--- src/rtl/cnn_layer_accel_host_pkg.sv ---
// rtl/cnn_layer_accel_host_pkg.sv - shared types and constants for the quad host job controller
package cnn_layer_accel_host_pkg;

  typedef enum logic [2:0] {
    IDLE,
    START,
    WAIT_FETCH,
    LOAD,
    WAIT_DONE,
    DRAIN,
    ACK
  } host_state_t;

  localparam int C_LANES      = 8;
  localparam int C_LANE_IDX_W = $clog2(C_LANES);
  localparam int C_WORD_W     = 128;

  typedef struct packed {
    logic                last;
    logic [C_WORD_W-1:0] data;
  } res_word_t;

endpackage

--- src/rtl/cnn_layer_accel_host_res_fifo.sv ---
// rtl/cnn_layer_accel_host_res_fifo.sv - two-entry valid/ready FIFO for packed result words
module cnn_layer_accel_host_res_fifo #(
  parameter int C_WIDTH = 129
) (
  input  logic               clk,
  input  logic               rst,
  input  logic               in_tvalid,
  output logic               in_tready,
  input  logic [C_WIDTH-1:0] in_tdata,
  output logic               out_tvalid,
  input  logic               out_tready,
  output logic [C_WIDTH-1:0] out_tdata
);

  logic [C_WIDTH-1:0] mem_q [2];
  logic               wr_ptr_q;
  logic               rd_ptr_q;
  logic [1:0]         count_q;
  logic               push;
  logic               pop;

  // A full FIFO still takes a push when the head leaves in the same cycle.
  assign out_tvalid = (count_q != 2'd0);
  assign in_tready  = (count_q != 2'd2) || out_tready;
  assign push       = in_tvalid && in_tready;
  assign pop        = out_tvalid && out_tready;
  assign out_tdata  = mem_q[rd_ptr_q];

  // Storage, pointers and occupancy.
  always_ff @(posedge clk or posedge rst) begin
    if (rst) begin
      mem_q[0] <= '0;
      mem_q[1] <= '0;
      wr_ptr_q <= 1'b0;
      rd_ptr_q <= 1'b0;
      count_q  <= 2'd0;
    end else begin
      if (push) begin
        mem_q[wr_ptr_q] <= in_tdata;
        wr_ptr_q        <= ~wr_ptr_q;
      end
      if (pop) begin
        rd_ptr_q <= ~rd_ptr_q;
      end
      case ({push, pop})
        2'b10:   count_q <= count_q + 2'd1;
        2'b01:   count_q <= count_q - 2'd1;
        default: count_q <= count_q;
      endcase
    end
  end

endmodule

--- src/rtl/cnn_layer_accel_host_job_ctrl.sv ---
// rtl/cnn_layer_accel_host_job_ctrl.sv - host-side job initiator and result packer for one quad
module cnn_layer_accel_host_job_ctrl
  import cnn_layer_accel_host_pkg::*;
#(
  parameter int C_RES_WIDTH = 16,
  parameter int C_OUT_WIDTH = 128,
  parameter int C_CNT_WIDTH = 24
) (
  input  logic                   clk_if,
  input  logic                   rst,
  input  logic                   cmd_valid,
  output logic                   cmd_ready,
  input  logic [127:0]           cmd_parameters,
  input  logic [C_CNT_WIDTH-1:0] cmd_num_results,
  output logic                   job_start,
  input  logic                   job_accept,
  output logic [127:0]           job_parameters,
  input  logic                   job_fetch_request,
  output logic                   job_fetch_ack,
  output logic                   job_fetch_complete,
  input  logic                   job_complete,
  output logic                   job_complete_ack,
  output logic                   load_start,
  input  logic                   load_done,
  input  logic                   result_valid,
  output logic                   result_accept,
  input  logic [C_RES_WIDTH-1:0] result_data,
  output logic                   res_out_valid,
  input  logic                   res_out_ready,
  output logic [C_OUT_WIDTH-1:0] res_out_data,
  output logic                   res_out_last,
  output logic                   busy,
  output logic                   err_count_mismatch
);

  localparam logic [C_LANE_IDX_W-1:0] C_LAST_LANE = C_LANE_IDX_W'(C_LANES - 1);

  host_state_t             state_q, state_d;
  logic [C_LANE_IDX_W-1:0] idx_q;
  logic [C_OUT_WIDTH-1:0]  pack_q, pack_wr;
  logic [C_CNT_WIDTH-1:0]  cnt_q, cnt_inc, exp_q;
  logic [127:0]            params_q;
  logic                    err_q, pend_q, fetch_ack_q, fetch_cmp_q;
  logic                    cmd_fire, res_active, res_fire, wrap_push, drain_push;
  logic                    fifo_in_valid, fifo_in_ready;
  res_word_t               fifo_in, fifo_out;

  assign cmd_fire   = (state_q == IDLE) && cmd_valid;
  assign res_active = (state_q == WAIT_FETCH) || (state_q == LOAD) || (state_q == WAIT_DONE);
  assign res_fire   = result_valid && result_accept;
  assign wrap_push  = res_fire && (idx_q == C_LAST_LANE);
  assign cnt_inc    = (&cnt_q) ? cnt_q : cnt_q + 1'b1;

  // A completed word already flagged last (count hit the expected value on a wrap)
  // needs no extra push; otherwise drain emits a partial word or a zero marker word.
  assign drain_push = (state_q == DRAIN) &&
                      ((idx_q != '0) || (cnt_q == '0) || (cnt_q != exp_q));

  // Current pack register with the incoming result dropped into its lane.
  always_comb begin
    pack_wr = pack_q;
    pack_wr[int'(idx_q)*C_RES_WIDTH +: C_RES_WIDTH] = result_data;
  end

  assign fifo_in_valid = wrap_push || drain_push;
  assign fifo_in.last  = drain_push ? 1'b1 : (cnt_inc == exp_q);
  assign fifo_in.data  = drain_push ? pack_q : pack_wr;

  assign result_accept      = res_active && ((idx_q != C_LAST_LANE) || fifo_in_ready);
  assign cmd_ready          = (state_q == IDLE) && !rst;
  assign job_start          = (state_q == START);
  assign job_complete_ack   = (state_q == ACK);
  assign busy               = (state_q != IDLE);
  assign job_parameters     = params_q;
  assign job_fetch_ack      = fetch_ack_q;
  assign load_start         = fetch_ack_q;
  assign job_fetch_complete = fetch_cmp_q;
  assign err_count_mismatch = err_q;
  assign res_out_data       = fifo_out.data;
  assign res_out_last       = fifo_out.last;

  // Job handshake state register.
  always_ff @(posedge clk_if or posedge rst) begin
    if (rst) state_q <= IDLE;
    else     state_q <= state_d;
  end

  // Job handshake next-state; completion seen during LOAD waits for load_done.
  always_comb begin
    state_d = state_q;
    case (state_q)
      IDLE:       if (cmd_valid)                     state_d = START;
      START:      if (job_accept)                    state_d = WAIT_FETCH;
      WAIT_FETCH: if (job_fetch_request)             state_d = LOAD;
      LOAD:       if (load_done)                     state_d = WAIT_DONE;
      WAIT_DONE:  if (job_complete || pend_q)        state_d = DRAIN;
      DRAIN:      if (!drain_push || fifo_in_ready)  state_d = ACK;
      ACK:        if (!job_complete)                 state_d = IDLE;
      default:                                       state_d = IDLE;
    endcase
  end

  // Job bookkeeping: parameters, expected count, one-cycle pulses, early completion, error flag.
  always_ff @(posedge clk_if or posedge rst) begin
    if (rst) begin
      params_q    <= '0;
      exp_q       <= '0;
      fetch_ack_q <= 1'b0;
      fetch_cmp_q <= 1'b0;
      pend_q      <= 1'b0;
      err_q       <= 1'b0;
    end else begin
      fetch_ack_q <= (state_q == WAIT_FETCH) && job_fetch_request;
      fetch_cmp_q <= (state_q == LOAD) && load_done;
      if (cmd_fire) begin
        params_q <= cmd_parameters;
        exp_q    <= cmd_num_results;
        pend_q   <= 1'b0;
        err_q    <= 1'b0;
      end else begin
        if ((state_q == LOAD) && job_complete) pend_q <= 1'b1;
        if ((state_q == DRAIN) && (cnt_q != exp_q)) err_q <= 1'b1;
      end
    end
  end

  // Result packing: lane index, pack register and saturating result counter.
  always_ff @(posedge clk_if or posedge rst) begin
    if (rst) begin
      idx_q  <= '0;
      pack_q <= '0;
      cnt_q  <= '0;
    end else begin
      if (cmd_fire) cnt_q <= '0;
      else if (res_fire) cnt_q <= cnt_inc;
      if (cmd_fire || (drain_push && fifo_in_ready) || wrap_push) begin
        idx_q  <= '0;
        pack_q <= '0;
      end else if (res_fire) begin
        idx_q  <= idx_q + 1'b1;
        pack_q <= pack_wr;
      end
    end
  end

  cnn_layer_accel_host_res_fifo #(
    .C_WIDTH($bits(res_word_t))
  ) u_res_fifo (
    .clk        (clk_if),
    .rst        (rst),
    .in_tvalid  (fifo_in_valid),
    .in_tready  (fifo_in_ready),
    .in_tdata   (fifo_in),
    .out_tvalid (res_out_valid),
    .out_tready (res_out_ready),
    .out_tdata  (fifo_out)
  );

endmodule

--- config.mk ---
export PLATFORM = sky130hd
export DESIGN_NAME = cnn_layer_accel_host_job_ctrl
export DESIGN_NICKNAME = d
export VERILOG_FILES = /design/src/rtl/cnn_layer_accel_host_pkg.sv /design/src/rtl/cnn_layer_accel_host_res_fifo.sv /design/src/rtl/cnn_layer_accel_host_job_ctrl.sv
export SDC_FILE = /design/constraint.sdc
export NUM_CORES = 2
export LEC_CHECK = 0
export CAP_MARGIN = 20
export CELL_PAD_IN_SITES_DETAIL_PLACEMENT = 1
export CELL_PAD_IN_SITES_GLOBAL_PLACEMENT = 1
export CORE_MARGIN = 2
export CORE_UTILIZATION = 30
export CTS_BUF_LIST = sky130_fd_sc_hd__clkbuf_4 sky130_fd_sc_hd__clkbuf_8 sky130_fd_sc_hd__clkbuf_16
export DETAILED_ROUTE_END_ITERATION = 12
export GPL_TIMING_DRIVEN = 0
export PLACE_DENSITY_LB_ADDON = 0.1
export SYNTH_ARGS = -nofsm -noshare
export SYNTH_HDL_FRONTEND = slang
export SYNTH_SLANG_ARGS = --single-unit
export TNS_END_PERCENT = 20
--- constraint.sdc ---
create_clock -name clk_if -period 30.5 [get_ports clk_if]
set_clock_uncertainty 0.05 [all_clocks]
set_input_delay 7.625 -clock clk_if [delete_from_list [all_inputs] [get_ports clk_if]]
set_output_delay 7.625 -clock clk_if [all_outputs]
set_load 0.02 [all_outputs]
==> flow_summary.json <==
{
  "final-setup-viol-count": 0,
  "ys_warn_count": 0,
  "die_w_um": 296,
  "status": "complete, no violations",
  "std_cell_rows": 106,
  "grt_setup_unrepaired": "no",
  "layout.nets": 2922,
  "postCtsSetupRepairBufs": 0,
  "numCtsBuffers": 71,
  "period_minus_slack_ns": 17.44,
  "gp_congestion": 0.835,
  "final_util_pct": 40.5,
  "cts_root_buf": "clkbuf_16",
  "drtAntennaViolNets": 0,
  "ys.flop_type": "dfrtp_1",
  "hold_viol": 0,
  "cts_max_path_buffers": 3,
  "synth-seq-cells": 576,
  "placeableCoreArea_um2": 84000,
  "clk_pin_slew_ns": 0.06,
  "gr-usage-all-layers_pct": 21.4,
  "vias_per_cell": 4.99,
  "cts_hold_buffers": 0,
  "r2r_slack_ns": 25.51,
  "dpl.cell_count": 3795,
  "power.leakage_uw": 0.0144,
  "clock_sinks": 576,
  "num_io_pins": 444,
  "final.setup.tns_ns": 0,
  "clk_latency_ns": 0.61,
  "grt.overflow.total": 0,
  "wl_per_cell_um": 23.8,
  "critPathCaptureType": "primary output",
  "start_kind": "primary input",
  "drtIter0Drc": 734,
  "synth_fp_nets": 2397,
  "ys_async_sr_fraction_pct": 100,
  "instances_no_fill": 3923,
  "synth_area_um2": 25500,
  "cts_tree": "done",
  "synthToLayoutAreaGrowth_pct": 33.4,
  "design.die.area_um2": 87400,
  "h-tree-depth": 3,
  "yosysSeqAreaShare_pct": 56.5,
  "grt_max_degree": 129,
  "arrival_ns": 9.77,
  "finalMaxSlewViolations": 0,
  "ctsResizeCount": 0,
  "firstDrtPassIters": 8,
  "fin_crit_sh_pct": 57.2,
  "timing.fmax_ghz": 0.0573,
  "ir_worst_vdd_uv": 62.4,
  "p_per_area_nw_per_um2": 105,
  "fin_ws_ns": 13.06,
  "whs_ns": 0.421,
  "hpwlAfterDp_um": 68200,
  "slew_headroom_pct": 24.4,
  "grt_pass1_wl_um": 141000,
  "final_layout_size_suffix_gt1_share_pct": 16.9,
  "initial_core_util_pct": 30.4,
  "layout_common_cells": "dfrtp_1 (576), clkdlybuf4s50_1 (443), mux2_2 (281), nand2_1 (181), nor2_1 (181)",
  "tightest_slew_ns": 1.13,
  "syn_avg_cell_area_um2": 11.5,
  "drc": 0,
  "min_path_type": "reg2reg",
  "yosysUniqueCellTypes": 56,
  "place_ws_ns": 12.91,
  "final_common_cell": "dfrtp_1",
  "crit_type": "in2out",
  "vias": 19600,
  "antenna_found_initial": 8,
  "synthCells": 2211,
  "drt_wl_total_um": 93200,
  "grt_pass1_vias": 22000,
  "dieHeight_um": 296,
  "cp_max_fo": 4,
  "cap_violations": 0,
  "cp.required_ns": 22.82,
  "port-buffer-count": 443,
  "synth_edf_count": 0
}
[final timing paths]
path,from,end,cells past startpoint
min reg2reg,u_res_fifo.mem_q[103],u_res_fifo.mem_q[103],2
min,u_res_fifo.mem_q[103],u_res_fifo.mem_q[103],2
max,res_out_ready,result_accept,4
min in group asynchronous,rst,exp_q[20],2
max in group asynchronous,rst,job_parameters[30],5
max reg2reg,cnt_q[2],u_res_fifo.mem_q[49],11
[per-stage QoR]
stage | cell area (µm²) | power (µW)
3_3_place_gp | 31400 | 2670
6_report | 34000 | 3560
2_1_floorplan | 25500 | 1990
4_1_cts | 34000 | 3620
5_1_grt | 34000 | 3770
3_5_place_dp | 31500 | 2700
[area by class of cell]
class / count / area [µm²]
Buffer: 156 / 666
Multi-Input combinational cell: 1463 / 10400
Clock inverter: 25 / 332
Inverter: 16 / 67.6
Sequential cell: 576 / 14400
Antenna cell: 1 / 2.50
Fill cell: 9006 / 49900
Tap cell: 1134 / 1420
Clock buffer: 100 / 2150
Timing Repair Buffer: 452 / 4600
[cells in the mapped netlist (3+ instances only)]
master    count  area [µm²]
a21oi_1     150         751
a22o_1      128        1120
a22oi_1       3        22.5
a311oi_1      4        35.0
a31oi_1       3        18.8
and2_1       56         350
and3_1        6        37.5
and4_1        3        26.3
buf_1         8        30.0
buf_2        33         165
buf_4        10        75.1
clkbuf_1    104         390
dfrtp_1     576       14400
ha_1          9         113
inv_1        16        60.1
mux2_2      281        3160
mux2i_1     132        1320
nand2_1     181         679
nand2b_1      4        25.0
nand3_1      15        75.1
nand4_1      15        93.8
nor2_1      181         679
nor2b_1       8        50.1
nor3_1       11        55.1
nor3b_1       4        30.0
nor4_1       14        87.6
nor4b_1       3        26.3
o211ai_1      3        22.5
o21a_1        4        30.0
o21ai_0     148         741
o21ai_1       5        25.0
o22ai_1       3        18.8
or3_1         5        31.3
or4_1         4        30.0
xnor2_1      32         280
xor2_1       21         184
[state kept, by name, summed over array words and instances (netlist names)]
signal,flops
state_q,3
u_res_fifo.mem_q,258
pend_q,1
u_res_fifo.rd_ptr_q,1
pack_q,128
u_res_fifo.count_q,2
idx_q,3
cnt_q,24
exp_q,24
job_fetch_ack,1
u_res_fifo.wr_ptr_q,1
err_count_mismatch,1
job_fetch_complete,1
job_parameters,128
[cell families after synthesis]
family / count (synthesis) / synth area share, %
buffers and inverters: 172 / 2.85
XOR/XNOR: 53 / 1.82
multiplexers: 413 / 17.6
AND/OR/NAND/NOR: 523 / 9.37
flip-flops: 576 / 56.5
AO/OA/AOI/OAI: 465 / 11.4
adder cells (fa/ha/maj): 9 / 0.442
[metal layers]
metal | vias up | global-route usage, % | wire length [µm]
li1 | 8851 | - | -
met1 | 10100 | 27.0 | 39800
met2 | 508 | 36.1 | 45200
met3 | 105 | 6.04 | 6350
met4 | 8 | 5.57 | 1830
met5 | - | 0 | 34
[power breakdown]
part	leakage (µW)	switching [µW]	internal, µW	total (µW)
clock	0.00124	343	550	893
sequential	0.00748	140	1000	1140
combinational	0.00571	846	680	1530
total	0.0144	1330	2230	3560
[worst max-delay path, stage by stage]
cell and delay [ns]:
clkdlybuf4s50_1 0.43, nor3b_1 0.68, a22oi_1 0.39, clkdlybuf4s50_1 0.63
Note: power is estimated with default switching activity, not from simulation.
